===== src/rtl/tensor_core_system_pkg.sv =====
// Shared constants, FSM state encoding and lane-packing helper for the tensor core system.
package tensor_core_system_pkg;

  localparam int unsigned LANE_W    = 32;
  localparam int unsigned OP_W      = 8;
  localparam int unsigned K         = 4;
  localparam int unsigned TILE      = 2;
  localparam int unsigned NUM_UNITS = 8;
  localparam int unsigned K_W       = $clog2(K);
  localparam int unsigned TILE_W    = LANE_W * TILE * TILE;

  typedef enum logic [1:0] {
    IDLE    = 2'd0,
    COMPUTE = 2'd1,
    DONE    = 2'd2
  } state_t;

  // Lane order: [31:0]=D00, [63:32]=D01, [95:64]=D10, [127:96]=D11.
  function automatic logic [TILE_W-1:0] pack_tile(input logic [LANE_W-1:0] d00,
                                                  input logic [LANE_W-1:0] d01,
                                                  input logic [LANE_W-1:0] d10,
                                                  input logic [LANE_W-1:0] d11);
    return {d11, d10, d01, d00};
  endfunction

endpackage


===== src/rtl/tensor_core_system_threadgroup_mac.sv =====
// One threadgroup unit: index-derived operand generator, 2x2 accumulators, 128-bit result register.
// Ports: clock, reset (sync, active-high); load (init accumulators, mode selects C or 0);
//        step (one MAC over the current k); k (reduction index); capture (latch final tile);
//        d (packed 2x2 result, holds until next capture).
module tensor_core_system_threadgroup_mac
  import tensor_core_system_pkg::*;
#(
  parameter int unsigned UNIT_ID = 0
) (
  input  logic              clock,
  input  logic              reset,
  input  logic              load,
  input  logic              step,
  input  logic [K_W-1:0]    k,
  input  logic              mode,
  input  logic              capture,
  output logic [TILE_W-1:0] d
);

  logic [OP_W-1:0]     a_op     [TILE];
  logic [OP_W-1:0]     b_op     [TILE];
  logic [2*OP_W-1:0]   prod     [TILE][TILE];
  logic [LANE_W-1:0]   acc      [TILE][TILE];
  logic [LANE_W-1:0]   acc_next [TILE][TILE];

  // Operands A[r][k] = u+r+k, B[k][c] = k+c+1, and the next accumulator values.
  always_comb begin
    for (int i = 0; i < int'(TILE); i++) begin
      a_op[i] = OP_W'(UNIT_ID) + OP_W'(i) + OP_W'(k);
      b_op[i] = OP_W'(k) + OP_W'(i) + OP_W'(1);
    end
    for (int r = 0; r < int'(TILE); r++) begin
      for (int c = 0; c < int'(TILE); c++) begin
        prod[r][c]     = (2*OP_W)'(a_op[r]) * (2*OP_W)'(b_op[c]);
        acc_next[r][c] = acc[r][c] + LANE_W'(prod[r][c]);
      end
    end
  end

  // Capture uses acc_next so the k=3 product lands in the result on the same edge.
  always_ff @(posedge clock) begin
    if (reset) begin
      for (int r = 0; r < int'(TILE); r++) begin
        for (int c = 0; c < int'(TILE); c++) begin
          acc[r][c] <= '0;
        end
      end
      d <= '0;
    end else begin
      for (int r = 0; r < int'(TILE); r++) begin
        for (int c = 0; c < int'(TILE); c++) begin
          if (load) begin
            acc[r][c] <= mode ? LANE_W'(UNIT_ID) : '0;
          end else if (step) begin
            acc[r][c] <= acc_next[r][c];
          end
        end
      end
      if (capture) begin
        d <= pack_tile(acc_next[0][0], acc_next[0][1], acc_next[1][0], acc_next[1][1]);
      end
    end
  end

endmodule


===== src/rtl/tensor_core_system.sv =====
// Tensor core system top: one FSM and k counter sequencing eight threadgroup MAC units,
// results presented together on a valid/ready port.
// Ports: clock, reset (sync, active-high); io_mixPc (accumulate C, sampled at start);
//        io_exec_en (execute request); io_out_ready/io_out_valid (result handshake);
//        io_out_bits_tc{t}_octet{o}_threadgroup{g}_matrix_d_data (unit u = 4t+2o+g/4).
module tensor_core_system
  import tensor_core_system_pkg::*;
(
  input  logic         clock,
  input  logic         reset,
  input  logic         io_mixPc,
  input  logic         io_exec_en,
  input  logic         io_out_ready,
  output logic         io_out_valid,
  output logic [127:0] io_out_bits_tc0_octet0_threadgroup0_matrix_d_data,
  output logic [127:0] io_out_bits_tc0_octet0_threadgroup4_matrix_d_data,
  output logic [127:0] io_out_bits_tc0_octet1_threadgroup0_matrix_d_data,
  output logic [127:0] io_out_bits_tc0_octet1_threadgroup4_matrix_d_data,
  output logic [127:0] io_out_bits_tc1_octet0_threadgroup0_matrix_d_data,
  output logic [127:0] io_out_bits_tc1_octet0_threadgroup4_matrix_d_data,
  output logic [127:0] io_out_bits_tc1_octet1_threadgroup0_matrix_d_data,
  output logic [127:0] io_out_bits_tc1_octet1_threadgroup4_matrix_d_data
);

  state_t            state;
  state_t            state_next;
  logic [K_W-1:0]    k;
  logic              load_c;
  logic              step_c;
  logic              capture_c;
  logic [TILE_W-1:0] tile [NUM_UNITS];

  // State register, k counter and registered valid (follows next state, independent of ready).
  always_ff @(posedge clock) begin
    if (reset) begin
      state        <= IDLE;
      k            <= '0;
      io_out_valid <= 1'b0;
    end else begin
      state        <= state_next;
      io_out_valid <= (state_next == DONE);
      if (load_c) begin
        k <= '0;
      end else if (step_c) begin
        k <= k + K_W'(1);
      end
    end
  end

  // Next state and unit control strobes.
  always_comb begin
    state_next = state;
    load_c     = 1'b0;
    step_c     = 1'b0;
    capture_c  = 1'b0;
    case (state)
      IDLE: begin
        if (io_exec_en) begin
          load_c     = 1'b1;
          state_next = COMPUTE;
        end
      end
      COMPUTE: begin
        step_c = 1'b1;
        if (k == K_W'(K - 1)) begin
          capture_c  = 1'b1;
          state_next = DONE;
        end
      end
      DONE: begin
        if (io_out_ready) begin
          state_next = IDLE;
        end
      end
      default: state_next = IDLE;
    endcase
  end

  for (genvar u = 0; u < int'(NUM_UNITS); u++) begin : g_unit
    tensor_core_system_threadgroup_mac #(
      .UNIT_ID(u)
    ) u_mac (
      .clock  (clock),
      .reset  (reset),
      .load   (load_c),
      .step   (step_c),
      .k      (k),
      .mode   (io_mixPc),
      .capture(capture_c),
      .d      (tile[u])
    );
  end

  assign io_out_bits_tc0_octet0_threadgroup0_matrix_d_data = tile[0];
  assign io_out_bits_tc0_octet0_threadgroup4_matrix_d_data = tile[1];
  assign io_out_bits_tc0_octet1_threadgroup0_matrix_d_data = tile[2];
  assign io_out_bits_tc0_octet1_threadgroup4_matrix_d_data = tile[3];
  assign io_out_bits_tc1_octet0_threadgroup0_matrix_d_data = tile[4];
  assign io_out_bits_tc1_octet0_threadgroup4_matrix_d_data = tile[5];
  assign io_out_bits_tc1_octet1_threadgroup0_matrix_d_data = tile[6];
  assign io_out_bits_tc1_octet1_threadgroup4_matrix_d_data = tile[7];

endmodule


===== config.mk =====
export PLATFORM = sky130hd
export DESIGN_NAME = tensor_core_system
export DESIGN_NICKNAME = d
export VERILOG_FILES = /design/src/rtl/tensor_core_system_pkg.sv /design/src/rtl/tensor_core_system_threadgroup_mac.sv /design/src/rtl/tensor_core_system.sv
export SDC_FILE = /design/constraint.sdc
export NUM_CORES = 2
export LEC_CHECK = 0
export ABC_AREA = 1
export BUFFER_PORTS_ARGS = -buffer_cell sky130_fd_sc_hd__buf_4
export CAP_MARGIN = 20
export CORE_MARGIN = 5
export CORE_UTILIZATION = 42
export CTS_CLUSTER_SIZE = 25
export DETAILED_ROUTE_END_ITERATION = 10
export GPL_ROUTABILITY_DRIVEN = 0
export GPL_TIMING_DRIVEN = 0
export PLACE_DENSITY = 0.6
export SYNTH_ARGS = -nofsm -noshare
export SYNTH_HDL_FRONTEND = slang
export SYNTH_SLANG_ARGS = --single-unit

===== constraint.sdc =====
create_clock -name clock -period 19.25 [get_ports clock]
set_input_delay 3.85 -clock clock [delete_from_list [all_inputs] [get_ports clock]]
set_output_delay 3.85 -clock clock [all_outputs]
set_load 0.005 [all_outputs]

==> reports/metrics.csv <==
stage,metric,value,unit
logic_synthesis,ys_seq_area_share,43.56,%
power,cellLeakagePower,0.06108,uW
setup_path,crit_cells,29,
sta,setup-tns-final,0,ps
global_route,gr-usage-all-layers,34.67,%
logic_synthesis,muxShareOfSynthArea,0,%
place,dpl.cell_count,19552,
setup_path,critPathMaxFanout,15,
sta,drv_slew,3,
logic_synthesis,syn_inst,14947,
detailed_routing,vias_per_cell,5.451,
setup_path,path_buf_inv,10,
logic_synthesis,yosysWarnings,0,
cells_and_area,final_common_cell,nand2_1,
place,place.detailed.hpwl,393300,um
cells_and_area,num-fill-cells,26469,
power,ir_worst_vdd,0.00009990,V
sta,fmax,129.1,MHz
clock_network,cts_buffers,228,
clock_network,root_buffer,clkbuf_16,
cells_and_area,layout.cells.non_filler,20011,
setup_path,critPathLaunch,k[0],
detailed_routing,num_vias,109081,
setup_path,r2r_slack,11510,ps
floorplanning,row_count,188,
sta,setup_viol,0,
sta,slew_headroom,-34.10,%
sta,clock_skew,62.92,ps
clock_network,cts_tree,yes,
logic_synthesis,synth_top_family_by_area,simple AND/OR/NAND/NOR gates,
logic_synthesis,synthSimpleGateAreaFrac,27.59,%
run_status,status,finished with violations,
logic_synthesis,ys_ff_latch,2031,
power,p_per_area,77.87,nW/um^2
logic_synthesis,synth-compound-area-share,12.68,%
clock_network,cts_sinks,2031,
floorplanning,ios,1030,
setup_path,cpPeakStageDelay,810,ps
clock_network,post_cts_resize_count,0,
sta,min_period_over_period,40.23,%
cells_and_area,synthToLayoutAreaGrowth,19.00,%
flow_run,cap_viol_max_count,0,
place,portBuffers,1020,
setup_path,crit_family,buffers and inverters,
logic_synthesis,synth_area_per_cell,7.433,um^2
logic_synthesis,synth_ff_type,dfxtp_1,
detailed_routing,finalWirelength,496900,um
clock_network,path_clk_slew,60,ps
logic_synthesis,async_flop_share,0,%
sta,hold_viol,0,
cells_and_area,most-common-layout-cells,"3869 x nand2_1, 2217 x inv_1, 1342 x nand3_1, 1258 x dfxtp_1, 1068 x buf_4",
floorplanning,start_util,42.28,%
logic_synthesis,synthAdderAreaFrac,3.707,%
cells_and_area,nets,16579,
floorplanning,die_h,524.3,um
setup_path,endpoint,g_unit[5].u_mac.d[107],
global_route,grt_max_degree,62,
floorplanning,die_w,524.3,um
global_route,grt_pass1_vias,98606,
global_route,grt_pass1_wl,692500,um
clock_network,cts_setup_buffers,0,
logic_synthesis,synth_xor_xnor_area_share,2.570,%
setup_path,cp-end-kind,flop,
logic_synthesis,synth-edff-count,773,
setup_path,crit_type,reg2reg,
setup_path,r2r_cells,29,
sta,min_period,7745,ps
sta,max_slew.worst_pin.slew,1994,ps
logic_synthesis,syn_area,111100,um^2
setup_path,startpoint_type,flop,
sta,grt_setup_unrepaired,no,
clock_network,clockBufferDepth,3,
clock_network,cts_hold_buf,0,
clock_network,clock_latency,930,ps
run_status,violations,slew limit,
setup_path,cpMostUsedCell,nand2_1,
clock_network,htreeDepth,4,
setup_path,r2r-start,k[0],
setup_path,crit_slowest_cell,xor2_2,
detailed_routing,dr.pass1.iters,8,
setup_path,worstReg2RegEnd,g_unit[5].u_mac.d[107],
logic_synthesis,synth_cell_types,47,
detailed_routing,wl_per_cell,24.83,um
detailed_routing,drtAntennaViolNets,0,
hold_path,hold_class,reg2reg,
global_route,grt_overflow,0,
detailed_routing,drtIter0Drc,12998,
setup_path,cp_data_arrival_time,8570,ps
cells_and_area,layout-drive-gt1-share,11.41,%
floorplanning,die-area,274900,um^2
detailed_routing,drcViolationCount,0,
global_route,antenna_found_initial,52,
setup_path,cp_data_required_time,20070,ps
floorplanning,core,262700,um^2
per-layer routing:
layer	vias to the layer above	track usage [%]	routed length [um]
li1	51533	-	-
met1	51442	46.43	204300
met2	5166	50.78	204200
met3	928	8.358	52220
met4	12	20.54	36050
met5	-	0	85
worst reg2reg max path: cells and delay by family (launching register included):
family                     cells  cell delay (ps)
AOI/OAI and AO/OA              2              410
xor gates and xnor gates       2             1240
adders and majority gates      5             1720
buffers and inverters         10             2270
DFF                            1              450
and+or+nand+nor               10             1580
cell usage after synthesis (11+ instances only):
library cell	number	area [um^2]
a21o_1	46	345.3
and2_1	34	212.7
nand3b_1	158	1186
o21bai_1	122	915.9
nor2_1	1053	3953
buf_4	44	330.3
o21a_1	484	3633
xor2_1	259	2268
nor3_1	334	1672
dfxtp_1	1258	25180
edfxtp_1	773	23210
o21ai_1	16	80.08
xnor2_1	67	586.8
nor3_2	13	130.1
nand4_1	235	1470
a21oi_1	981	4910
fa_1	37	740.7
nand3_1	1342	6716
buf_6	19	214.0
or2_1	11	68.82
o21ai_0	491	2457
inv_1	2218	8325
nor3b_1	31	232.7
or2_2	32	200.2
clkbuf_1	186	698.2
nand2_1	3872	14530
ha_1	270	3378
o211ai_1	202	1516
buf_2	271	1356
worst min path at each step:
stage	endpoint	cells past startpoint	startpoint	slack (ps)
after floorplan	g_unit[7].u_mac.d[64]	2	g_unit[7].u_mac.acc[1][32]	450
after global placement	g_unit[0].u_mac.acc[0][33]	2	g_unit[0].u_mac.acc[0][33]	460
final	g_unit[7].u_mac.acc[0][37]	2	g_unit[7].u_mac.acc[0][37]	470
after detailed placement	g_unit[2].u_mac.acc[0][37]	2	g_unit[2].u_mac.acc[0][37]	460
after CTS	g_unit[4].u_mac.acc[0][37]	2	g_unit[4].u_mac.acc[0][37]	470
after global routing	g_unit[4].u_mac.acc[0][33]	2	g_unit[4].u_mac.acc[0][33]	490
flip-flops by register name (all words and copies together), names as in the netlist:
register	flops
k	2
state	2
g_unit.u_mac.d	1013
g_unit.u_mac.acc	1013
io_out_valid	1
cell families after synthesis:
logic type	count (synthesis)
AND/OR/NAND/NOR	7154
buffers and inverters	2755
AO/OA/AOI/OAI	2372
flip-flops	2031
XOR/XNOR	326
adder cells (fa/ha/maj)	307
other	2
power by group:
| part | switching, uW | internal (uW) | leakage [uW] |
|---|---|---|---|
| Clock | 1990 | 2580 | 0.00386 |
| Sequential | 135 | 4640 | 0.0188 |
| Combinational | 707 | 246 | 0.0385 |
final cells by class:
type / instances / area (um^2) / share of cell area [%]
multi-input combinational: 10179 / 51850 / 39.22
sequential: 2031 / 48400 / 36.61
timing repair buffer: 1072 / 8691 / 6.574
inverter: 2226 / 8356 / 6.320
clock buffer: 335 / 6795 / 5.140
tap: 3515 / 4398 / 3.327
buffer: 529 / 2653 / 2.006
clock inverter: 98 / 996.0 / 0.7534
antenna: 26 / 65.06 / 0.04921
through the flow:
step           setup WS (ps)  instance area (um^2)  hold slack [ps]  total power [uW]  utilization (%)
2_1_floorplan           8409                111200            447.5              5393                -
3_3_place_gp            2599                123200            456.3              5802            46.90
3_5_place_dp           11630                124300            461.6              5782            47.32
4_1_cts                11660                132100            472.7             10300            50.29
5_1_grt                11420                132200            487.0             10590            50.30
6_report               11510                132200            470.9             10290            50.31
No activity file was read; power rests on OpenSTA's default activity.
